==> config.mk <==
export PLATFORM = sky130hd
export DESIGN_NAME = csr_unit_m
export DESIGN_NICKNAME = d
export VERILOG_FILES = /design/src/rtl/csr_unit_m_pkg.sv /design/src/rtl/csr_irq_sync.sv /design/src/rtl/csr_unit_m.sv
export SDC_FILE = /design/constraint.sdc
export NUM_CORES = 2
export LEC_CHECK = 0
export CAP_MARGIN = 20
export CORE_MARGIN = 3
export CORE_UTILIZATION = 51
export DETAILED_ROUTE_END_ITERATION = 16
export HOLD_SLACK_MARGIN = 0.03
export PLACE_DENSITY = 0.79
export SLEW_MARGIN = 20
export SYNTH_ARGS = -nofsm -noshare
export SYNTH_HDL_FRONTEND = slang
export SYNTH_SLANG_ARGS = --single-unit
==> constraint.sdc <==
create_clock -name clk -period 24 [get_ports clk]
set_clock_uncertainty 0.15 [all_clocks]
set_input_delay 4.8 -clock clk [delete_from_list [all_inputs] [get_ports clk]]
set_output_delay 4.8 -clock clk [all_outputs]
set_load 0.03 [all_outputs]
==> src/rtl/csr_unit_m_pkg.sv <==
`default_nettype none
// +--------------------------------------------------------------------+
// | csr_unit_m_pkg : shared types, CSR addresses and IRQ causes         |
// | Revision 1.0   : initial release (CSR_MINSTRET_EN selects minstret) |
// +--------------------------------------------------------------------+
package csr_unit_m_pkg;

  typedef enum logic [1:0] {
    NONE  = 2'd0,
    WRITE = 2'd1,
    MRET  = 2'd2,
    ERROR = 2'd3
  } state_csr_t;

  typedef enum logic [1:0] {
    IDLE = 2'd0,
    TRAP = 2'd1,
    RET  = 2'd2
  } trap_fsm_t;

  // Fields are 64 bits wide; narrower builds keep the low XLEN bits.
  typedef struct packed {
    logic [63:0] mstatus;
    logic [63:0] mie;
    logic [63:0] mip;
    logic [63:0] mtvec;
    logic [63:0] mscratch;
    logic [63:0] mepc;
    logic [63:0] mcause;
    logic [63:0] mtval;
    logic [63:0] mcycle;
    logic [63:0] satp;
  } csr_regs_t;

  localparam logic [11:0] CSR_MSTATUS  = 12'h300;
  localparam logic [11:0] CSR_MIE      = 12'h304;
  localparam logic [11:0] CSR_MTVEC    = 12'h305;
  localparam logic [11:0] CSR_MSCRATCH = 12'h340;
  localparam logic [11:0] CSR_MEPC     = 12'h341;
  localparam logic [11:0] CSR_MCAUSE   = 12'h342;
  localparam logic [11:0] CSR_MTVAL    = 12'h343;
  localparam logic [11:0] CSR_MIP      = 12'h344;
  localparam logic [11:0] CSR_MCYCLE   = 12'hB00;
  localparam logic [11:0] CSR_MINSTRET = 12'hB02;
  localparam logic [11:0] CSR_SATP     = 12'h180;

  localparam logic [3:0] IRQ_MSI = 4'd3;
  localparam logic [3:0] IRQ_MTI = 4'd7;
  localparam logic [3:0] IRQ_MEI = 4'd11;

  localparam int MSTATUS_MIE  = 3;
  localparam int MSTATUS_MPIE = 7;
  localparam int MSTATUS_MPP  = 11;

  function automatic logic csr_known(input logic [11:0] addr);
    case (addr)
      CSR_MSTATUS, CSR_MIE, CSR_MTVEC, CSR_MSCRATCH, CSR_MEPC, CSR_MCAUSE,
      CSR_MTVAL, CSR_MIP, CSR_MCYCLE, CSR_MINSTRET, CSR_SATP: return 1'b1;
      default: return 1'b0;
    endcase
  endfunction

endpackage
`default_nettype wire

==> src/rtl/csr_irq_sync.sv <==
`default_nettype none
// +--------------------------------------------------------------------+
// | csr_irq_sync : 2-flop interrupt synchroniser and priority encoder   |
// | Revision 1.0 : initial release                                      |
// +--------------------------------------------------------------------+
module csr_irq_sync
  import csr_unit_m_pkg::*;
(
  input  logic       clk,
  input  logic       rst,
  input  logic       irq_sw_i,
  input  logic       irq_timer_i,
  input  logic       irq_ext_i,
  input  logic       msip_i,
  input  logic       msie_i,
  input  logic       mtie_i,
  input  logic       meie_i,
  input  logic       allow_i,
  output logic       ssip_o,
  output logic       mtip_o,
  output logic       meip_o,
  output logic       take_o,
  output logic [3:0] cause_o
);

  logic [2:0] meta_q;
  logic [2:0] sync_q;
  logic       w_pend_msi;
  logic       w_pend_mti;
  logic       w_pend_mei;

  always_ff @(posedge clk or posedge rst) begin
    if (rst) begin
      meta_q <= '0;
      sync_q <= '0;
    end else begin
      meta_q <= {irq_ext_i, irq_timer_i, irq_sw_i};
      sync_q <= meta_q;
    end
  end

  assign ssip_o = sync_q[0];
  assign mtip_o = sync_q[1];
  assign meip_o = sync_q[2];

  assign w_pend_msi = msie_i & (msip_i | sync_q[0]);
  assign w_pend_mti = mtie_i & sync_q[1];
  assign w_pend_mei = meie_i & sync_q[2];

  // External beats software beats timer.
  always_comb begin
    cause_o = IRQ_MTI;
    if (w_pend_mei) begin
      cause_o = IRQ_MEI;
    end else if (w_pend_msi) begin
      cause_o = IRQ_MSI;
    end
  end

  assign take_o = allow_i & (w_pend_mei | w_pend_msi | w_pend_mti);

endmodule
`default_nettype wire

==> src/rtl/csr_unit_m.sv <==
`default_nettype none
// +--------------------------------------------------------------------+
// | csr_unit_m : M/U CSR file, counters, interrupts, trap/mret redirect |
// | Revision 1.0 : initial release; CSR_MINSTRET_EN adds minstret       |
// +--------------------------------------------------------------------+
module csr_unit_m
  import csr_unit_m_pkg::*;
#(
  parameter int          XLEN        = 64,
  parameter logic [63:0] RESET_MTVEC = 64'h0,
  parameter logic [1:0]  RESET_MODE  = 2'b11
) (
  input  logic             clk,
  input  logic             rst,
  input  logic             en,
  input  state_csr_t       st_csr,
  input  logic [11:0]      csr,
  input  logic [2:0]       fun3,
  input  logic             src_zero,
  input  logic [XLEN-1:0]  write_data,
  input  logic [XLEN-1:0]  pc,
  input  logic [XLEN-1:0]  code,
  input  logic [XLEN-1:0]  tval,
  input  logic             instret,
  input  logic             irq_sw,
  input  logic             irq_timer,
  input  logic             irq_ext,
  output logic [XLEN-1:0]  csr_value,
  output logic             illegal,
  output logic             redirect_valid,
  output logic [XLEN-1:0]  redirect_pc,
  output logic [1:0]       mode_now,
  output logic [XLEN-1:0]  satp_out,
  output logic             busy
);

  localparam logic [XLEN-1:0] ALIGN4 = ~XLEN'(3);
  localparam csr_regs_t REGS_RST = '{mtvec: 64'(RESET_MTVEC[XLEN-1:0]), default: '0};

  csr_regs_t       regs_q, regs_d;
  trap_fsm_t       state_q, state_d;
  logic [1:0]      mode_q, mode_d;
  logic [XLEN-1:0] rpc_q, rpc_d;

  logic [XLEN-1:0] w_rdata;
  logic [XLEN-1:0] w_new;
  logic [XLEN-1:0] w_mip_hw;
  logic [XLEN-1:0] w_minstret;
  logic [XLEN-1:0] w_voff;
  logic [XLEN-2:0] w_cause_lo;
  logic [3:0]      w_irq_cause;
  logic            w_known, w_intent, w_allow_irq, w_take;
  logic            w_exc, w_ret, w_trap, w_we;
  logic            w_ssip, w_mtip, w_meip;
  logic            w_unused;

  csr_irq_sync u_irq (
    .clk         (clk),
    .rst         (rst),
    .irq_sw_i    (irq_sw),
    .irq_timer_i (irq_timer),
    .irq_ext_i   (irq_ext),
    .msip_i      (regs_q.mip[3]),
    .msie_i      (regs_q.mie[3]),
    .mtie_i      (regs_q.mie[7]),
    .meie_i      (regs_q.mie[11]),
    .allow_i     (w_allow_irq),
    .ssip_o      (w_ssip),
    .mtip_o      (w_mtip),
    .meip_o      (w_meip),
    .take_o      (w_take),
    .cause_o     (w_irq_cause)
  );

  always_comb begin
    w_mip_hw     = '0;
    w_mip_hw[3]  = w_ssip;
    w_mip_hw[7]  = w_mtip;
    w_mip_hw[11] = w_meip;
  end

  always_comb begin
    w_rdata = '0;
    case (csr)
      CSR_MSTATUS:  w_rdata = regs_q.mstatus[XLEN-1:0];
      CSR_MIE:      w_rdata = regs_q.mie[XLEN-1:0];
      CSR_MIP:      w_rdata = regs_q.mip[XLEN-1:0] | w_mip_hw;
      CSR_MTVEC:    w_rdata = regs_q.mtvec[XLEN-1:0];
      CSR_MSCRATCH: w_rdata = regs_q.mscratch[XLEN-1:0];
      CSR_MEPC:     w_rdata = regs_q.mepc[XLEN-1:0];
      CSR_MCAUSE:   w_rdata = regs_q.mcause[XLEN-1:0];
      CSR_MTVAL:    w_rdata = regs_q.mtval[XLEN-1:0];
      CSR_MCYCLE:   w_rdata = regs_q.mcycle[XLEN-1:0];
      CSR_MINSTRET: w_rdata = w_minstret;
      CSR_SATP:     w_rdata = regs_q.satp[XLEN-1:0];
      default:      w_rdata = '0;
    endcase
  end

  assign w_known  = csr_known(csr);
  assign w_intent = (fun3[1:0] == 2'b01) | ((fun3[1:0] != 2'b00) & ~src_zero);
  assign illegal  = (st_csr == WRITE) &
                    ((csr[9:8] > mode_q) | ((csr[11:10] == 2'b11) & w_intent) | ~w_known);

  always_comb begin
    case (fun3[1:0])
      2'b01:   w_new = write_data;
      2'b10:   w_new = w_rdata | write_data;
      2'b11:   w_new = w_rdata & ~write_data;
      default: w_new = w_rdata;
    endcase
  end

  assign busy        = (state_q != IDLE);
  assign w_allow_irq = en & ~busy & (st_csr != ERROR) & (st_csr != MRET) &
                       ((mode_q != 2'b11) | regs_q.mstatus[MSTATUS_MIE]);
  assign w_exc       = en & ~busy & (st_csr == ERROR);
  assign w_ret       = en & ~busy & (st_csr == MRET);
  assign w_trap      = w_exc | w_take;
  assign w_we        = en & ~busy & (st_csr == WRITE) & ~illegal & w_intent & ~w_take;
  assign w_cause_lo  = w_take ? (XLEN-1)'(w_irq_cause) : code[XLEN-2:0];
  assign w_voff      = (w_take & regs_q.mtvec[0]) ? XLEN'({w_irq_cause, 2'b00}) : '0;

  always_comb begin
    regs_d        = regs_q;
    mode_d        = mode_q;
    regs_d.mcycle = 64'(regs_q.mcycle[XLEN-1:0] + XLEN'(1));
    if (w_trap) begin
      regs_d.mepc                        = 64'(pc & ALIGN4);
      regs_d.mcause                      = 64'({w_take, w_cause_lo});
      regs_d.mtval                       = w_take ? '0 : 64'(tval);
      regs_d.mstatus[MSTATUS_MPIE]       = regs_q.mstatus[MSTATUS_MIE];
      regs_d.mstatus[MSTATUS_MIE]        = 1'b0;
      regs_d.mstatus[MSTATUS_MPP +: 2]   = mode_q;
      mode_d                             = 2'b11;
    end else if (w_ret) begin
      regs_d.mstatus[MSTATUS_MIE]        = regs_q.mstatus[MSTATUS_MPIE];
      regs_d.mstatus[MSTATUS_MPIE]       = 1'b1;
      regs_d.mstatus[MSTATUS_MPP +: 2]   = 2'b00;
      mode_d                             = regs_q.mstatus[MSTATUS_MPP +: 2];
    end else if (w_we) begin
      case (csr)
        CSR_MSTATUS:  regs_d.mstatus  = 64'(w_new);
        CSR_MIE:      regs_d.mie      = 64'(w_new);
        CSR_MIP: begin
          regs_d.mip    = '0;
          regs_d.mip[3] = w_new[3];
        end
        CSR_MTVEC:    regs_d.mtvec    = 64'(w_new & ~XLEN'(2));
        CSR_MSCRATCH: regs_d.mscratch = 64'(w_new);
        CSR_MEPC:     regs_d.mepc     = 64'(w_new & ALIGN4);
        CSR_MCAUSE:   regs_d.mcause   = 64'(w_new);
        CSR_MTVAL:    regs_d.mtval    = 64'(w_new);
        CSR_MCYCLE:   regs_d.mcycle   = 64'(w_new);
        CSR_SATP:     regs_d.satp     = 64'(w_new);
        default: ;
      endcase
    end
  end

  always_comb begin
    state_d = state_q;
    rpc_d   = rpc_q;
    case (state_q)
      IDLE: begin
        if (w_trap) begin
          state_d = TRAP;
          rpc_d   = (regs_q.mtvec[XLEN-1:0] & ALIGN4) + w_voff;
        end else if (w_ret) begin
          state_d = RET;
          rpc_d   = regs_q.mepc[XLEN-1:0];
        end
      end
      TRAP, RET: state_d = IDLE;
      default:   state_d = IDLE;
    endcase
  end

  always_ff @(posedge clk or posedge rst) begin
    if (rst) begin
      regs_q  <= REGS_RST;
      mode_q  <= RESET_MODE;
      state_q <= IDLE;
      rpc_q   <= '0;
    end else begin
      regs_q  <= regs_d;
      mode_q  <= mode_d;
      state_q <= state_d;
      rpc_q   <= rpc_d;
    end
  end

`ifdef CSR_MINSTRET_EN
  logic [XLEN-1:0] minstret_q, minstret_d;

  // A pre-empting interrupt means the instruction did not retire.
  always_comb begin
    minstret_d = minstret_q;
    if (w_we && (csr == CSR_MINSTRET)) begin
      minstret_d = w_new;
    end else if (en && instret && !busy && !w_take) begin
      minstret_d = minstret_q + XLEN'(1);
    end
  end

  always_ff @(posedge clk or posedge rst) begin
    if (rst) begin
      minstret_q <= '0;
    end else begin
      minstret_q <= minstret_d;
    end
  end

  assign w_minstret = minstret_q;
  assign w_unused   = ^{fun3[2], code[XLEN-1]};
`else
  assign w_minstret = '0;
  assign w_unused   = ^{fun3[2], code[XLEN-1], instret};
`endif

  assign csr_value      = w_rdata;
  assign redirect_valid = busy;
  assign redirect_pc    = rpc_q;
  assign mode_now       = mode_q;
  assign satp_out       = regs_q.satp[XLEN-1:0];

endmodule
`default_nettype wire

Yosys cells after proc, flatten, opt, wreduce, memory -nomap -nowiden --
Cells that the tools add are included.
Storage, ports and cells: bits in registers 650, bits of input ports 281, output and inout bits 197, word-level logic and storage cells 136
Operators by class: equal/unequal tests 23, bitwise operators 37, $lt $le $gt $ge 1, multiplexer cells 35, add/subtract/negate cells 2, reduce and logical (&&, ||, !) cells 22
Operator list (count):
- 64-bit two-way mux | 11
- 64-bit case mux with 10 select lines | 1
- 589-bit two-way mux | 1
- 320-bit two-way mux | 1
- 192-bit two-way mux | 1
- 64-bit case mux with 3 select lines | 1
- 128-bit two-way mux | 1
- 12-bit by 10-bit == test with 1-bit output, second input constant | 8
- 64-bit by 1-bit adder with 64-bit output, second input constant | 1
- 64-bit by 6-bit adder with 64-bit output | 1
- 64-bit bitwise AND | 1
- 64-bit NOT | 1
- 64-bit bitwise OR | 1
- 63-bit two-way mux | 1
- 12-bit == test, second input constant | 2
- 4-bit AND reduction | 6
- 1-bit bitwise AND | 18
- 2-bit two-way mux | 7
- 2-bit nonzero test | 7
- 13-bit two-way mux | 1
- 12-bit by 9-bit == test with 1-bit output, second input constant | 1
- 4-bit by 12-bit bitwise OR with 12-bit output | 1
- 11-bit OR reduction | 1
- 2-bit == test, second input constant | 5
- 15 further kinds | 40

Longest topological paths before layout --
depth in word-level cells 14, mapped depth 16, depth with buffers taken out 14

Cells and area by module --
A second synthesis with hierarchy kept.
Unflattened totals: cell total of the unflattened synthesis 4174, area total of the unflattened synthesis 36576.3 um2
Modules (own cells, without submodules):
- csr_unit_m | sequential area each 16017.9 um2, area an instance 36361.1 um2, cells each 4158, instances 1
- csr_irq_sync | sequential area each 150.1 um2, area an instance 215.2 um2, cells each 16, instances 1

Least setup slack after synthesis --
No wires, ideal clock.
path type input port to output port, start input port csr[7], end output port csr_value[17], data arrival time 7.193 ns, stages on the path 7, buffers on the path 4, path slack 11.857 ns, data required time 19.050 ns, cells stage by stage buf_6 -> and2b_1 -> clkbuf_1 -> buf_2 -> clkbuf_1 -> a22oi_1 -> o311ai_0
Between the ends: longest elaborated chain between the ends 2, elaborated cells on any way between the ends 11, those cells by class eq/ne: 10; mux: 1
Ends and longest elaborated chain:
- start: declaration | RTL line csr_unit_m.sv:17 | input logic [11:0] csr,
- 12-bit by 9-bit == test with 1-bit output (tied with other cells) | RTL line csr_unit_m.sv:84 | case (csr)
- 64-bit case mux with 10 select lines * | RTL line csr_unit_m.sv:84
- end: declaration | RTL line csr_unit_m.sv:28 | output logic [XLEN-1:0] csr_value,
Mark *: on every way between the ends. The rest lies on a longest branch, timed or not.

Worst setup path in the final report --
start input port csr[3], end output port csr_value[58]
The elaborated chain is that of the path after synthesis.

==> reports/qor.txt <==
Area grow syn2layout = 19.8%
H-tree Lvls = 3
Crit-path slowest cell = nor2_1
Die Span X = 273 microns
Cts repair resizes = 0
Grt ovf = 0
Gpl congestion = 1.03
Most frequent cells in the layout = 644 x dfrtp_1, 586 x nand2_1, 465 x clkdlybuf4s50_1, 306 x o21ai_0, 213 x o21ai_1
Fmax achieved = 0.0718 GHz
Post-synth cell types = 104
First-pass GRT wire length = 225000 microns
Post-Route WL = 158000 microns
Leak = 17.4 nW
Peak supply drop = 44.4 uV
CP Max Fanout = 15
Initial core utilization = 0.517
Vias in the first global route = 32700
Post-synth top area share = 0.442
Core Region = 70400 sq um
Storage element area = 16200 sq um
Worst-path clk slew = 0.06 ns
Die Height = 273 microns
Layout cells sized above 1 = 0.102
Initial drt markers = 5322
RSZ-0062 raised after global routing = no
Final nets = 4422
Num Clock Sinks = 646
Rel. slew slack = 0.180
Multi-input logic area = 18300 sq um
Sequential area share after synthesis = 0.444
CP max stage delay = 0.97 ns
Critical path type = in2out
Port buffer count = 470
Largest net degree at the start of global routing = 175
Yosys Warn Count = 0
Drt drc = 0
Root Driver = clkbuf_16
Syn Area/Cell = 9.39 sq um
Setup Total Neg Slack = 0 ns
Post-synth EDFFs = 0
Antenna violation net count after detailed routing = 0
Final Max Slew Viols = 0
CP dominant cell by count = clkdlybuf4s50_1
P per Cell Area = 65.1 nW/um^2
Top cell family by delay on the critical path = simple AND/OR/NAND/NOR gates
Period Utilization, post-route = 0.581
Top Ports = 478
Vias per inst = 6.83
Ranking of synthesized cells by area = dfrtp_1 44%, nand2_1 6.0%, o21ai_0 4.2%
DR pass1 iterations = 9
Primary FF master, synth = dfrtp_1
Crit path DAT = 8.99 ns
Fill cells = 5972
Initial antenna violation count = 18
Worst-Skew Late Latency = 0.64 ns
CTS tree = done
Finished Core Util = 0.620
All-Layer GR Usage = 0.412
DR WL/cell = 30.8 microns
Max cap viols = 0
Number of synthesized register bits = 646
Endpoints failing setup = 0
Data required time of the worst path = 19.05 ns
Total CTS buffers = 71
Area leader, netlist = dfrtp_1
Status = complete, no violations
Hold Buf Count CTS = 0
Commonest non-fill, non-tap cell in the layout = dfrtp_1
Ys async rst share = 1.00
Buf+Inv Stages, Crit Path = 2
Hold WC Path Type = reg2reg
Via count = 35100
Hpwl dp = 114000 microns
Actual slew at the worst max-slew pin = 1.22 ns
CP endpoint kind = output port
Final hold viol count = 0
FP Rows = 97
Setup repair bufs after CTS = 0
Die ar. = 74700 sq um
Crit path cell chain = clkdlybuf4s50_1, nor2_1, nand3_1, o211ai_1, clkdlybuf4s50_1
Cell area after synthesis = 36400 sq um
Maximum root-to-sink buffer count = 3
Synthesized instance count = 3880
Critical path startpoint category = primary input
Min cycle time layout = 13.94 ns
report_power, final:
group | internal, mW | switching [mW]
Clock | 0.659 | 0.476
Combinational | 0.179 | 0.273
Sequential | 1.17 | 0.0783
state kept, by name (all words and copies together) (netlist names):
register,cells
regs_q,510
u_irq.meta_q,3
u_irq.sync_q,3
satp_out,64
state_q,2
mode_now,2
redirect_pc,62
metrics by stage:
step / hold slack (ns) / cell area (sq um) / power, mW / setup WS, ns / cells
2_1_floorplan: 0.181 / 36400 / 1.48 / 0.954 / 3881
3_3_place_gp: 0.184 / 41100 / 1.69 / 10.31 / 4991
3_5_place_dp: 0.185 / 41200 / 1.70 / 10.33 / 4995
4_1_cts: 0.198 / 43500 / 2.82 / 10.32 / 5118
5_1_grt: 0.211 / 43600 / 2.91 / 10.15 / 5129
6_report: 0.198 / 43600 / 2.84 / 10.06 / 5136
path summary, 6_finish.rpt:
check | start | to | slack (ns) | cells past startpoint
min in group asynchronous | rst | regs_q[169]$_DFFE_PP0P_ | 4.62 | 2
max in group asynchronous | rst | regs_q[628]$_DFFE_PP0P_ | 16.69 | 4
worst min register to register | u_irq.meta_q[0]$_DFF_PP0_ | u_irq.sync_q[0]$_DFF_PP0_ | 0.20 | 0
worst min-delay path | u_irq.meta_q[0]$_DFF_PP0_ | u_irq.sync_q[0]$_DFF_PP0_ | 0.20 | 0
worst max-delay path | csr[3] | csr_value[58] | 10.06 | 5
worst max register to register | state_q[1]$_DFFE_PP0P_ | redirect_pc[32]$_DFFE_PP0P_ | 18.85 | 14
final cells by class:
type	count	share of cell area
Clock inverter	18	0.00588
Clock buffer	105	0.0487
Timing Repair Buffer	562	0.125
Antenna cell	13	0.000746
Sequential cell	646	0.371
Multi-Input combinational cell	2825	0.420
Tap cell	940	0.0270
Inverter	27	0.00252
metal layers:
| metal | vias to the layer above | wire, microns | part of all wire | GRT usage |
|---|---|---|---|---|
| met5 | - | 112 | 0.00071 | 0.00658 |
| met4 | 10 | 9180 | 0.058 | 0.196 |
| met3 | 477 | 23400 | 0.15 | 0.161 |
| met2 | 2542 | 67000 | 0.42 | 0.596 |
| met1 | 17300 | 58400 | 0.37 | 0.541 |
| li1 | 14800 | - | - | - |
cells in the mapped netlist, types with 57 or more instances:
cell / number
a21oi_1: 109
a22oi_1: 177
and2_1: 80
buf_2: 71
buf_4: 79
clkbuf_1: 194
dfrtp_1: 644
mux2_2: 57
mux2i_1: 111
nand2_1: 586
nand3_1: 116
nor2_1: 128
o21ai_0: 306
o21ai_1: 215
xnor2_1: 103
cell families after synthesis:
family                   after synthesis  synth area share
adder cells (fa/ha/maj)                8           0.00295
other                                  1          0.000103
XOR/XNOR                             143            0.0344
buffers and inverters                410            0.0574
AO/OA/AOI/OAI                       1266             0.235
AND/OR/NAND/NOR                     1218             0.166
flip-flops                           646             0.444
multiplexers                         188            0.0605
Note: power is estimated with default switching activity, not from simulation.
